===== src/rtl/macro_util_pkg.sv =====
// Shared helpers for the macro counter family.
//   clog2      : ceiling log2 for sizing, at least 1
//   calc_last  : highest count value for a given WIDTH/MODULO (MODULO=0 -> 2^WIDTH)
//   MODE_*     : values for the SATURATE parameter
package macro_util_pkg;

  localparam int MODE_WRAP     = 0;
  localparam int MODE_SATURATE = 1;

  function automatic int clog2(input longint unsigned n);
    int r;
    r = 0;
    while ((longint'(1) << r) < n) r++;
    return (r < 1) ? 1 : r;
  endfunction

  // A width of 64 makes the shift produce 0, and the subtraction then
  // wraps to all ones, which is the correct LAST for a full 64-bit range.
  function automatic longint unsigned calc_last(input int width, input int modulo);
    if (modulo == 0) return (64'd1 << width) - 64'd1;
    else             return 64'(modulo) - 64'd1;
  endfunction

endpackage


===== src/rtl/macro_incr.sv =====
// Combinational WIDTH-bit incrementer; the general form of the old 2-bit ROM.
//   d : operand
//   q : d + 1, truncated to WIDTH
//   c : carry-out of the WIDTH+1 bit sum (set only when d is all ones)
module macro_incr #(
  parameter int WIDTH = 8
) (
  input  logic [WIDTH-1:0] d,
  output logic [WIDTH-1:0] q,
  output logic             c
);

  assign {c, q} = {1'b0, d} + (WIDTH+1)'(1);

endmodule


===== src/rtl/macro_counter_incr.sv =====
// Registered modulo counter with wrap/saturate mode, carry pulse and sticky
// overflow.
//   clk, resetn    : clock, async active-low reset
//   i_clear        : sync clear to 0 (highest priority)
//   i_load         : sync load of i_load_value, clamped to LAST
//   i_en           : increment request
//   o_value        : registered count
//   o_terminal     : o_value == LAST (combinational)
//   o_carry        : one-cycle pulse after an increment attempted at LAST
//   o_overflow     : sticky version of o_carry, cleared by clear/load
module macro_counter_incr
  import macro_util_pkg::*;
#(
  parameter int WIDTH       = 8,
  parameter int MODULO      = 0,
  parameter int SATURATE    = MODE_WRAP,
  parameter int RESET_VALUE = 0
) (
  input  logic             clk,
  input  logic             resetn,
  input  logic             i_clear,
  input  logic             i_load,
  input  logic [WIDTH-1:0] i_load_value,
  input  logic             i_en,
  output logic [WIDTH-1:0] o_value,
  output logic             o_terminal,
  output logic             o_carry,
  output logic             o_overflow
);

  localparam logic [WIDTH-1:0] LAST  = WIDTH'(calc_last(WIDTH, MODULO));
  localparam logic [WIDTH-1:0] RST_V = WIDTH'(RESET_VALUE);

  if (WIDTH < 1) begin : g_bad_width
    $error("macro_counter_incr: WIDTH must be >= 1");
  end
  if (MODULO != 0 && (MODULO < 2 || (WIDTH < 31 && MODULO > (1 << WIDTH)))) begin : g_bad_mod
    $error("macro_counter_incr: MODULO out of range");
  end
  if (RESET_VALUE < 0 || longint'(RESET_VALUE) > longint'(calc_last(WIDTH, MODULO))) begin : g_bad_rst
    $error("macro_counter_incr: RESET_VALUE exceeds LAST");
  end

  logic [WIDTH-1:0] cnt_q, cnt_d;
  logic             carry_d, ovf_d;
  logic [WIDTH-1:0] inc_q;
  logic             inc_c;
  logic             at_last;
  logic             wrap;

  macro_incr #(.WIDTH(WIDTH)) u_incr (
    .d (cnt_q),
    .q (inc_q),
    .c (inc_c)
  );

  assign at_last = (cnt_q == LAST);
  // Full power-of-two range: the natural carry-out is the wrap. With a
  // modulo the raw carry would fire at the wrong value, so use the compare.
  assign wrap    = (MODULO == 0) ? inc_c : at_last;

  always_comb begin
    cnt_d   = cnt_q;
    carry_d = 1'b0;
    ovf_d   = o_overflow;
    if (i_clear) begin
      cnt_d = '0;
      ovf_d = 1'b0;
    end else if (i_load) begin
      cnt_d = (i_load_value > LAST) ? LAST : i_load_value;
      ovf_d = 1'b0;
    end else if (i_en) begin
      if (wrap) begin
        cnt_d   = (SATURATE == MODE_SATURATE) ? LAST : '0;
        carry_d = 1'b1;
        ovf_d   = 1'b1;
      end else begin
        cnt_d = inc_q;
      end
    end
  end

  always_ff @(posedge clk or negedge resetn) begin
    if (!resetn) begin
      cnt_q      <= RST_V;
      o_carry    <= 1'b0;
      o_overflow <= 1'b0;
    end else begin
      cnt_q      <= cnt_d;
      o_carry    <= carry_d;
      o_overflow <= ovf_d;
    end
  end

  assign o_value    = cnt_q;
  assign o_terminal = at_last;

endmodule


===== config.mk =====
export PLATFORM = sky130hd
export DESIGN_NAME = macro_counter_incr
export DESIGN_NICKNAME = d
export VERILOG_FILES = /design/src/rtl/macro_util_pkg.sv /design/src/rtl/macro_incr.sv /design/src/rtl/macro_counter_incr.sv
export SDC_FILE = /design/constraint.sdc
export NUM_CORES = 1
export LEC_CHECK = 0
export ABC_CLOCK_PERIOD_IN_PS = 2800
export BUFFER_PORTS_ARGS = -buffer_cell sky130_fd_sc_hd__buf_2
export CORE_AREA = 5 5 42 44
export DETAILED_ROUTE_END_ITERATION = 8
export DIE_AREA = 0 0 47 49
export PLACE_DENSITY = 0.74
export SYNTH_ARGS = -nofsm -noshare
export SYNTH_HDL_FRONTEND = slang
export SYNTH_SLANG_ARGS = --single-unit

===== constraint.sdc =====
create_clock -name clk -period 2.8 [get_ports clk]
set_clock_uncertainty 0.2 [all_clocks]
set_input_delay 0.56 -clock clk [delete_from_list [all_inputs] [get_ports clk]]
set_output_delay 0.56 -clock clk [all_outputs]
set_load 0.05 [all_outputs]

# [Yosys cells after proc, flatten, opt, wreduce, memory -nomap -nowiden]
# Index checks and enable logic that the tools add are counted.
[word_totals] reg_bits=10 elab_cells=22
[op_classes] n_addsub=1 order_cmp=1 n_eq_ne=1 n_mux=13 n_reduce_logical=3
[op_table] operator="$mux 8" count=5
[op_table] operator="$add 8x1->9 const B" count=1
[op_table] operator="$eq 8x8->1 const B" count=1
[op_table] operator="$gt 8x8->1 const B" count=1
[op_table] operator="$mux 1" count=8
[op_table] operator="$reduce_bool 3->1" count=2
[op_table] operator="$reduce_and 2->1" count=1

# [Logic depth before layout (Yosys ltp)]
# Gate-level depths: netlist (run 1).
[depth] depth_word=5 depth_mapped=6 depth_no_buf=6

# [Modules after synthesis]
# From an unflattened synthesis (run 1), not the netlist that was laid out.
[unflattened] cells_unflattened=55 area_unflattened_um2=605.6
[modules_own_cells] module="macro_counter_incr" n_inst=1 cells_each=37 area_each_um2=484.2 seq_area_each_um2=250.2
[modules_own_cells] module="macro_incr" n_inst=1 cells_each=18 area_each_um2=121.4 seq_area_each_um2=0.0

# [Worst setup path before layout (run 1)]
# No wires, ideal clock.
[synth_timing] path_type="flip-flop to output port" startpoint="register cnt_q[0], in the netlist o_value[0]" endpoint="output port o_terminal" t_arrival_ns=1.712 required_ns=2.040 slack_ns=0.328 stages_incl_launch_ff=5 n_path_buf=0 cell_sequence="dfrtp_1 > ha_1 > nand3_1 > or2_2 > inv_1"
[synth_between] elab_chain_cells=1
[synth_lines] element="start, declared" line_no="macro_counter_incr.sv:44" source="logic [WIDTH-1:0] cnt_q, cnt_d;"
[synth_lines] element="start signal, assigned" line_no="macro_counter_incr.sv:89" source="cnt_q <= cnt_d;"
[synth_lines] element="$eq 8x8->1" line_no="macro_counter_incr.sv:57" source="assign at_last = (cnt_q == LAST);"
[synth_lines] element="end, declared" line_no="macro_counter_incr.sv:26" source="output logic o_terminal,"
# Every way passes these cells.

# [Worst setup path after layout (run 1)]
[layout_timing] startpoint="register cnt_q[1], in the netlist o_value[1]" endpoint="output port o_terminal"
# Same word-level chain as after synthesis.

==> flow_summary.toml, run 1 <==
[run_status]
status = "finished, final reports clean"

[clock_tree]
cts_max_path_buffers = 2
clk_pin_slew_ps = 60
htreeDepth = 1
root_buffer = "clkbuf_4"
cts_setup_buffers = 0
cts_sinks = 10
clk_latency_ps = 260
cts_tree = "done"
numCtsBuffers = 3
ctsHoldBuffers = 1
cts_resized = 0

[die]
die_y_um = 49
row_count = 14
die_area_um2 = 2300
num_io_pins = 24
die_x_um = 47
core-area_um2 = 1400
initial_core_util_pct = 44.2

[job]
max_cap_viol_count = 0

[min_path]
min_path_type = "input pin to flop"

[grt]
grt_max_degree = 17
grtUsageTotal_pct = 14.6
grt_pass1_wl_um = 2530
globalRoute.totalOverflow = 0
grt_pass1_vias = 608
antenna_found_initial = 0

[critical_path]
cp.required_ps = 2040
slowest_delay_ps = 430
crit_type = "flop to output port"
startpoint_type = "flop"
worst-path-max-fanout = 5
endpoint_kind = "output port"
cpMaxStageDelayCell = "dfrtp_1"
critPathArrivalTime_ps = 1720
path_cells = "ha_1 -> nand3_1 -> or2_2 -> inv_1 -> buf_2"

[power_and_ir_drop]
ir_worst_vdd_mv = 0.309
p_per_area_nw_per_um2 = 452
cellLeakagePower_nw = 0.373

[timing]
tightest_slew_ps = 332
rsz0062_at_grt = "no"
setup_viol = 0
drv_slew = 0
fin_crit_sh_pct = 88.5
hold_slack_ps = 333
hold_violations = 0
maxSlewHeadroom_pct = 77.7
fin_setup_tns_ps = 0
fmax_mhz = 403
period_minus_slack_ps = 2480

[final_layout]
fillers = 152
multi_input_area_um2 = 324
drive_gt1_share_pct = 33.0
finish.utilization_pct = 54.8
synthToLayoutAreaGrowth_pct = 24.0
ff_latch_area_um2 = 250
antenna_cells = 0
nNetsFinal = 113

[synthesis]
synth.area.top_cells = "dfrtp_1 (40%), a21oi_1 (5.7%), inv_1 (4.2%)"
syn_nets = 87
yosysTopAreaCell = "dfrtp_1"
syn_area_um2 = 619
synth_edf_count = 0
synth_ff_type = "dfrtp_1"
async_flop_share_pct = 100
ys_types = 27
synth_seq_cells = 10
synth_cells = 73
avgSynthCellArea_um2 = 8.48
synth_common_cells = "dfrtp_1 (10), a21oi_1 (7), inv_1 (7), nand2_1 (6), nor2_1 (6)"
ys_seq_area_share_pct = 40.4
synth_top_area_share_pct = 40.4
ys_warn_count = 0
yosysMostFrequentCell = "dfrtp_1"

[routing]
final_antenna_net_count = 0
wl_per_cell_um = 13.2
vias = 619
drc = 0
firstDrtPassIters = 4
drtIter0Drc = 9
vias_per_cell = 5.48
wirelength_um = 1490

[placed_design]
io_buffers = 23
gp_congestion = 0.780
dp_hpwl_um = 1150
-- sequential cells by signal (all words and copies together), names as in the netlist --
register and count:
o_carry 1, o_value 8, o_overflow 1
-- placed cells by master, fill, tap and decap left out, types with 3 or more instances in the layout --
cell type,count
buf_2,23
dfrtp_1,10
inv_1,7
a21oi_1,7
nor2_1,6
nand2_1,6
nor3_1,5
o21ai_0,4
clkbuf_4,3
-- worst max-delay path, delay by kind of cell, from the launching register on --
family,cells,cell delay (ps)
DFF,1,430
adders and majority gates,1,280
and+or+nand+nor,2,400
buffers and inverters,2,350
-- path summary, 6_finish.rpt --
path / slack, ps / cells after the start / endpoint / startpoint
worst max register to register: 910 / 6 / o_value[0]$_DFFE_PN0P_ / o_value[0]$_DFFE_PN0P_
worst max-delay path: 320 / 5 / o_terminal / o_value[1]$_DFFE_PN0P_
worst min-delay path: 330 / 3 / o_value[1]$_DFFE_PN0P_ / i_load_value[1]
min in group asynchronous: 490 / 2 / o_value[4]$_DFFE_PN0P_ / resetn
max in group asynchronous: 1720 / 2 / o_carry$_DFF_PN0_ / resetn
worst min register to register: 350 / 2 / o_overflow$_DFFE_PN0P_ / o_overflow$_DFFE_PN0P_
-- report_power, final --
group | switching (mW) | internal (mW)
Clock | 0.0494 | 0.0497
Sequential | 0.0120 | 0.152
Combinational | 0.0580 | 0.0261
-- cell type report --
cell class,count,area share [%]
multi-input cells,53,42.2
flip-flops and latches,10,32.6
repair buffers,24,16.3
inverters,7,3.42
clock buffers,3,2.93
well taps,16,2.61
-- cells by family after synthesis --
group                      count (synthesis)  synth area share (%)
xor gates and xnor gates                   3                  4.24
buffers and inverters                     10                  7.27
AOI/OAI and AO/OA                         17                  17.2
adders and majority gates                  1                  2.02
DFF                                       10                  40.4
and+or+nand+nor                           30                  25.7
muxes                                      2                  3.23
-- routing by layer --
| metal | vias to the layer above | track usage [%] | wire length [µm] |
|---|---|---|---|
| met1 | 287 | 18.7 | 650 |
| met3 | 4 | 2.21 | 78 |
| met2 | 22 | 22.4 | 747 |
| met4 | 0 | 8.29 | 17 |
| li1 | 306 | - | - |
| met5 | - | 0 | 0 |
-- through the flow --
step	instances	area [µm²]	total power [mW]	setup WS, ps
floorplan	73	619	0.224	328
global placement	109	736	0.248	668
detailed placement	109	736	0.250	621
CTS	113	768	0.348	327
global route	113	768	0.364	223
finish	113	768	0.347	321
Power figures use the tool's default switching activity.
==> run 2: changes to the inputs <==
--- a/config.mk
+++ b/config.mk
@@ -5,12 +5,13 @@
 export SDC_FILE = /design/constraint.sdc
 export NUM_CORES = 1
 export LEC_CHECK = 0
-export ABC_CLOCK_PERIOD_IN_PS = 2800
+export ABC_CLOCK_PERIOD_IN_PS = 2100
 export BUFFER_PORTS_ARGS = -buffer_cell sky130_fd_sc_hd__buf_2
-export CORE_AREA = 5 5 42 44
+export CORE_MARGIN = 5
+export CORE_UTILIZATION = 41
+export CTS_CLUSTER_SIZE = 40
 export DETAILED_ROUTE_END_ITERATION = 8
-export DIE_AREA = 0 0 47 49
-export PLACE_DENSITY = 0.74
+export PLACE_DENSITY = 0.69
 export SYNTH_ARGS = -nofsm -noshare
 export SYNTH_HDL_FRONTEND = slang
 export SYNTH_SLANG_ARGS = --single-unit
==> constraint.sdc (replaced) <==
create_clock -name clk -period 2.1 [get_ports clk]
set_clock_uncertainty 0.2 [all_clocks]
set_input_delay 0.42 -clock clk [delete_from_list [all_inputs] [get_ports clk]]
set_output_delay 0.42 -clock clk [all_outputs]
set_load 0.05 [all_outputs]
==> run 2 against run 1 <==
- power rose by 47%
- sequential power increased by 32%
- flip-flop and latch count did not move
- register-to-register slack worse by 580 ps
- non-clock buffer count increased by 3
- core utilization up 1.8 points
- global-route usage is 0.85 points lower
- die area grew 3.7%
- worst setup slack worse by 220 ps
- highest routed layer is now met3
==> flow_summary.toml, run 2 (same netlist as run 1, synthesis figures left out) <==
[run_status]
status = "finished, final reports clean"

[placed_design]
gp_congestion = 0.789
dp_cells = 110
placed_area_um2 = 763
io_buffers = 23
post-place-ws_ps = 151
dp_hpwl_um = 1160

[final_layout]
largest_reg_flops = 8
fin_cells = 117
synthToLayoutAreaGrowth_pct = 34.5
finish.utilization_pct = 56.6
stdcell_area_um2 = 833
layout_common_cells = "buf_2 (22), a21oi_1 (7), dfrtp_1 (7)"
antenna_cells = 0
nNetsFinal = 116
drive_gt1_share_pct = 40.6
final_common_cell = "buf_2"

[critical_path]
path_cells = "nand4_1 -> or2_4 -> clkinvlp_4 -> buf_6"
r2r.worst_path.cells = 6
reg2reg_slack_ps = 330
startpoint_type = "flop"
crit_family = "simple AND/OR/NAND/NOR gates"
reg2reg_to = "o_value[0]$_DFFE_PN0P_"
crit_type = "flop to output port"
cpMaxStageDelayCell = "dfrtp_2"
worst-path-max-fanout = 6
crit_start = "o_value[3]$_DFFE_PN0P_"
endpoint_kind = "output port"
cp.required_ps = 1480
cp.buffers_inverters = 2
r2r_start = "o_value[0]$_DFFE_PN0P_"
endpoint = "o_terminal"
critPathArrivalTime_ps = 1380
slowest_delay_ps = 430
cp.depth = 4

[routing]
drtIter0Drc = 13
drc = 0
firstDrtPassIters = 3
vias = 629
final_antenna_net_count = 0
wl_per_cell_um = 13.0
wirelength_um = 1520
vias_per_cell = 5.38

[clock_tree]
clk_latency_ps = 260
cts_sinks = 10
htreeDepth = 1
root_buffer = "clkbuf_4"
clk_pin_slew_ps = 60
numCtsBuffers = 3
cts_tree = "done"
cts_max_path_buffers = 2

[grt]
grtUsageMet3_pct = 5.81
grt_pass1_wl_um = 2660
use_met2_pct = 23.5
globalRoute.totalOverflow = 0
grt_max_degree = 17
grt_pass1_vias = 618
antenna_found_initial = 0
grt.busiest_layer = "met2"
grtUsageTotal_pct = 13.8
use_met1_pct = 16.0

[timing]
tightest_slew_ps = 340
period_minus_slack_ps = 2000
fin_ws_ps = 98.3
drv_slew = 0
setup_viol = 0
fmax_mhz = 500
fin_crit_sh_pct = 95.3
maxSlewHeadroom_pct = 77.1
hold_violations = 0
rsz0062_at_grt = "no"

[job]
max_cap_viol_count = 0

[die]
die_y_um = 48.9
die_area_um2 = 2390
row_count = 14
initial_core_util_pct = 42.1
die_x_um = 48.9
num_io_pins = 24
core-area_um2 = 1470

[power_and_ir_drop]
ir_worst_vdd_mv = 0.376
power_mw = 0.511
p_per_area_nw_per_um2 = 613
cellLeakagePower_nw = 0.381

[min_path]
min_path_type = "input pin to flop"
-- run 2: final cells by class --
class                           instances  area, µm²
Sequential cell                        10        254
Inverter                                7       30.0
Tap cell                               16       20.0
Timing Repair Buffer                   27        154
Fill cell                             154        638
Multi-Input combinational cell         53        339
Clock buffer                            4       36.3
-- run 2: how the worst min path moves through the flow --
stage | startpoint | to | slack [ps] | cells after the start
CTS | i_load_value[4] | o_value[4]$_DFFE_PN0P_ | 180 | 3
global placement | resetn | o_value[6]$_DFFE_PN0P_ | 100 | 1
global route | i_load_value[4] | o_value[4]$_DFFE_PN0P_ | 210 | 3
finish | i_load_value[4] | o_value[4]$_DFFE_PN0P_ | 190 | 3
detailed placement | resetn | o_value[6]$_DFFE_PN0P_ | 90 | 1
floorplan | resetn | o_carry$_DFF_PN0_ | -80 | 0
-- run 2: routing by layer --
metal,share of wire [%],vias up,routed length (µm)
met4,0,0,0
met2,50,12,762
met3,6.1,0,93
li1,-,312,-
met5,0,-,0
met1,44,305,662
-- run 2: what timing repair did --
action,CTS,global route
setup buffers,2,0
hold buffers,1,0
resized for setup,2,1
setup endpoints to repair,1,1
hold endpoints to repair,10,0
-- run 2: metrics by stage --
stage / hold slack [ps] / TNS (ps)
6_report: 187 / 0
3_3_place_gp: 95.5 / 0
4_1_cts: 180 / 0
5_1_grt: 207 / 0
3_5_place_dp: 94.4 / 0
2_1_floorplan: -75.6 / -16.2
-- run 2: report_power, final --
part	leakage [nW]	internal [mW]	switching (mW)	total (mW)
Clock	0.0210	0.105	0.0647	0.170
Combinational	0.231	0.0410	0.0829	0.124
Sequential	0.129	0.204	0.0129	0.217
-- run 2: worst min-delay path, cell delays in order --
cell     delay [ps]
buf_2            90
nand2_1          50
a21oi_1          50
==> run 3: changes to the inputs <==
--- a/config.mk
+++ b/config.mk
@@ -11,7 +11,7 @@
 export CORE_UTILIZATION = 41
 export CTS_CLUSTER_SIZE = 40
 export DETAILED_ROUTE_END_ITERATION = 8
-export PLACE_DENSITY = 0.69
+export PLACE_DENSITY = 0.72
 export SYNTH_ARGS = -nofsm -noshare
 export SYNTH_HDL_FRONTEND = slang
 export SYNTH_SLANG_ARGS = --single-unit
==> run 3 against run 2 <==
- critical path depth grew 1
- cell count grew 3.4%
- first-iteration DRC count shrank 7.7%
- routed wire length grew 15%
- cell area grew 3.6%
- clock power grew 4%
- non-clock buffer count grew 4
- global-route usage grew 2.1 points
- critical path type unchanged
- largest power group unchanged
==> flow_summary.toml, run 3 (same netlist as run 1, synthesis figures left out) <==
[grt]
antenna_found_initial = 0
globalRoute.totalOverflow = 0
grt_pass1_wl_um = 2900
grt_max_degree = 17
grtUsageTotal_pct = 15.9
grt_pass1_vias = 627

[routing]
dr_wl_met2_um = 882
vias = 673
wirelength_um = 1750
wl_per_cell_um = 14.4
routed.top_layer = "met4"
m1WireLength_um = 701
drtIter0Drc = 12
vias_per_cell = 5.56
dr_wl_met3_um = 92
final_antenna_net_count = 0
drc = 0
firstDrtPassIters = 4

[final_layout]
fin_cells = 121
layout_common_cells = "buf_2 (22), a21oi_1 (7), dfrtp_1 (7), buf_4 (7)"
final_common_cell = "buf_2"
synthToLayoutAreaGrowth_pct = 39.4
largest_reg_flops = 8
drive_gt1_share_pct = 42.9
nNetsFinal = 120
antenna_cells = 0

[critical_path]
crit_type = "flop to output port"
endpoint_kind = "output port"
cp.required_ps = 1480
critPathArrivalTime_ps = 1380
reg2reg_slack_ps = 330
startpoint_type = "flop"
endpoint = "o_terminal"
worst-path-max-fanout = 5
r2r_start = "o_value[0]$_DFFE_PN0P_"
reg2reg_to = "o_value[0]$_DFFE_PN0P_"
crit_start = "o_value[0]$_DFFE_PN0P_"
r2r.worst_path.cells = 6

[power_and_ir_drop]
ir_worst_vdd_mv = 0.390
p_switching_mw = 0.172
p_sw_share_pct = 32.6
p_comb_share_pct = 26.1
power_mw = 0.529
intPower_mw = 0.356
cellLeakagePower_nw = 0.402
clock_power_share_pct = 33.6
p_seq_share_pct = 40.4
p_per_area_nw_per_um2 = 613

[timing]
period_minus_slack_ps = 2000
fmax_mhz = 501
drv_slew = 0
tightest_slew_ps = 351
rsz0062_at_grt = "no"
setup_viol = 0
fin_crit_sh_pct = 95.1
maxSlewHeadroom_pct = 76.4
hold_violations = 0

[placed_design]
dp_cells = 110
io_buffers = 23
dp_hpwl_um = 1130
gp_congestion = 0.829

[clock_tree]
root_buffer = "clkbuf_4"
cts_sinks = 10
clk_latency_ps = 270
cts_max_path_buffers = 2
htreeDepth = 1
numCtsBuffers = 3
clk_pin_slew_ps = 70
cts_tree = "done"

[die]
die_y_um = 48.9
row_count = 14
num_io_pins = 24
initial_core_util_pct = 42.1
die_area_um2 = 2390
die_x_um = 48.9
core-area_um2 = 1470

[min_path]
min_path_type = "input pin to flop"
hp-start = "i_load_value[4]"

[run_status]
status = "finished, final reports clean"

[job]
max_cap_viol_count = 0
run 3: metrics by stage:
| step | util, % | TNS, ps | hold WS [ps] | setup slack, ps | instance area (µm²) |
|---|---|---|---|---|---|
| 2_1_floorplan | - | -16.2 | -75.6 | -16.2 | 639 |
| 3_3_place_gp | 51.9 | 0 | 93.4 | 188 | 763 |
| 3_5_place_dp | 51.9 | 0 | 93.3 | 176 | 763 |
| 4_1_cts | 58.0 | 0 | 187 | 23.8 | 853 |
| 5_1_grt | 58.7 | 0 | 183 | 18.0 | 863 |
| 6_report | 58.7 | 0 | 187 | 102 | 863 |
run 3: timing repair:
item,CTS,global route
resized for setup,2,1
endpoints found under the setup margin,1,1
hold buffers,1,0
setup buffers,5,1
endpoints found under the hold margin,10,0
run 3: area by class of cell:
class | instances | area (µm²)
clock buffer | 4 | 36.3
fill | 142 | 608
inverter | 7 | 30.0
multi-input combinational | 53 | 339
sequential | 10 | 254
tap | 16 | 20.0
timing repair buffer | 31 | 184
run 3: worst min-delay path by stage:
stage                             endpoint  slack (ps)  cells past startpoint
floorplan                o_carry$_DFF_PN0_         -80                      0
global placement    o_value[6]$_DFFE_PN0P_          90                      1
detailed placement  o_value[5]$_DFFE_PN0P_          90                      1
CTS                 o_value[4]$_DFFE_PN0P_         190                      3
global route        o_value[4]$_DFFE_PN0P_         180                      3
finish              o_value[4]$_DFFE_PN0P_         190                      3
run 3: worst max-delay path, stage by stage, from the launching register on:
cell        delay (ps)
dfrtp_2            390
ha_4               160
nand3_1             60
or2_4              260
clkinvlp_4          90
buf_6              150
run 3: power groups by stage:
stage	sequential [mW]	clock [mW]	combinational (mW)
after global routing	0.215	0.200	0.149
after global placement	0.222	0	0.114
after CTS	0.213	0.182	0.135
final	0.213	0.177	0.138
after detailed placement	0.223	0	0.116
after floorplan	0.259	0	0.0420
run 3: layer usage:
| metal | vias to the layer above | global-route usage (%) |
|---|---|---|
| met2 | 25 | 26.5 |
| li1 | 322 | - |
| met3 | 7 | 3.36 |
| met1 | 319 | 17.7 |
| met5 | - | 0 |
| met4 | 0 | 11.2 |
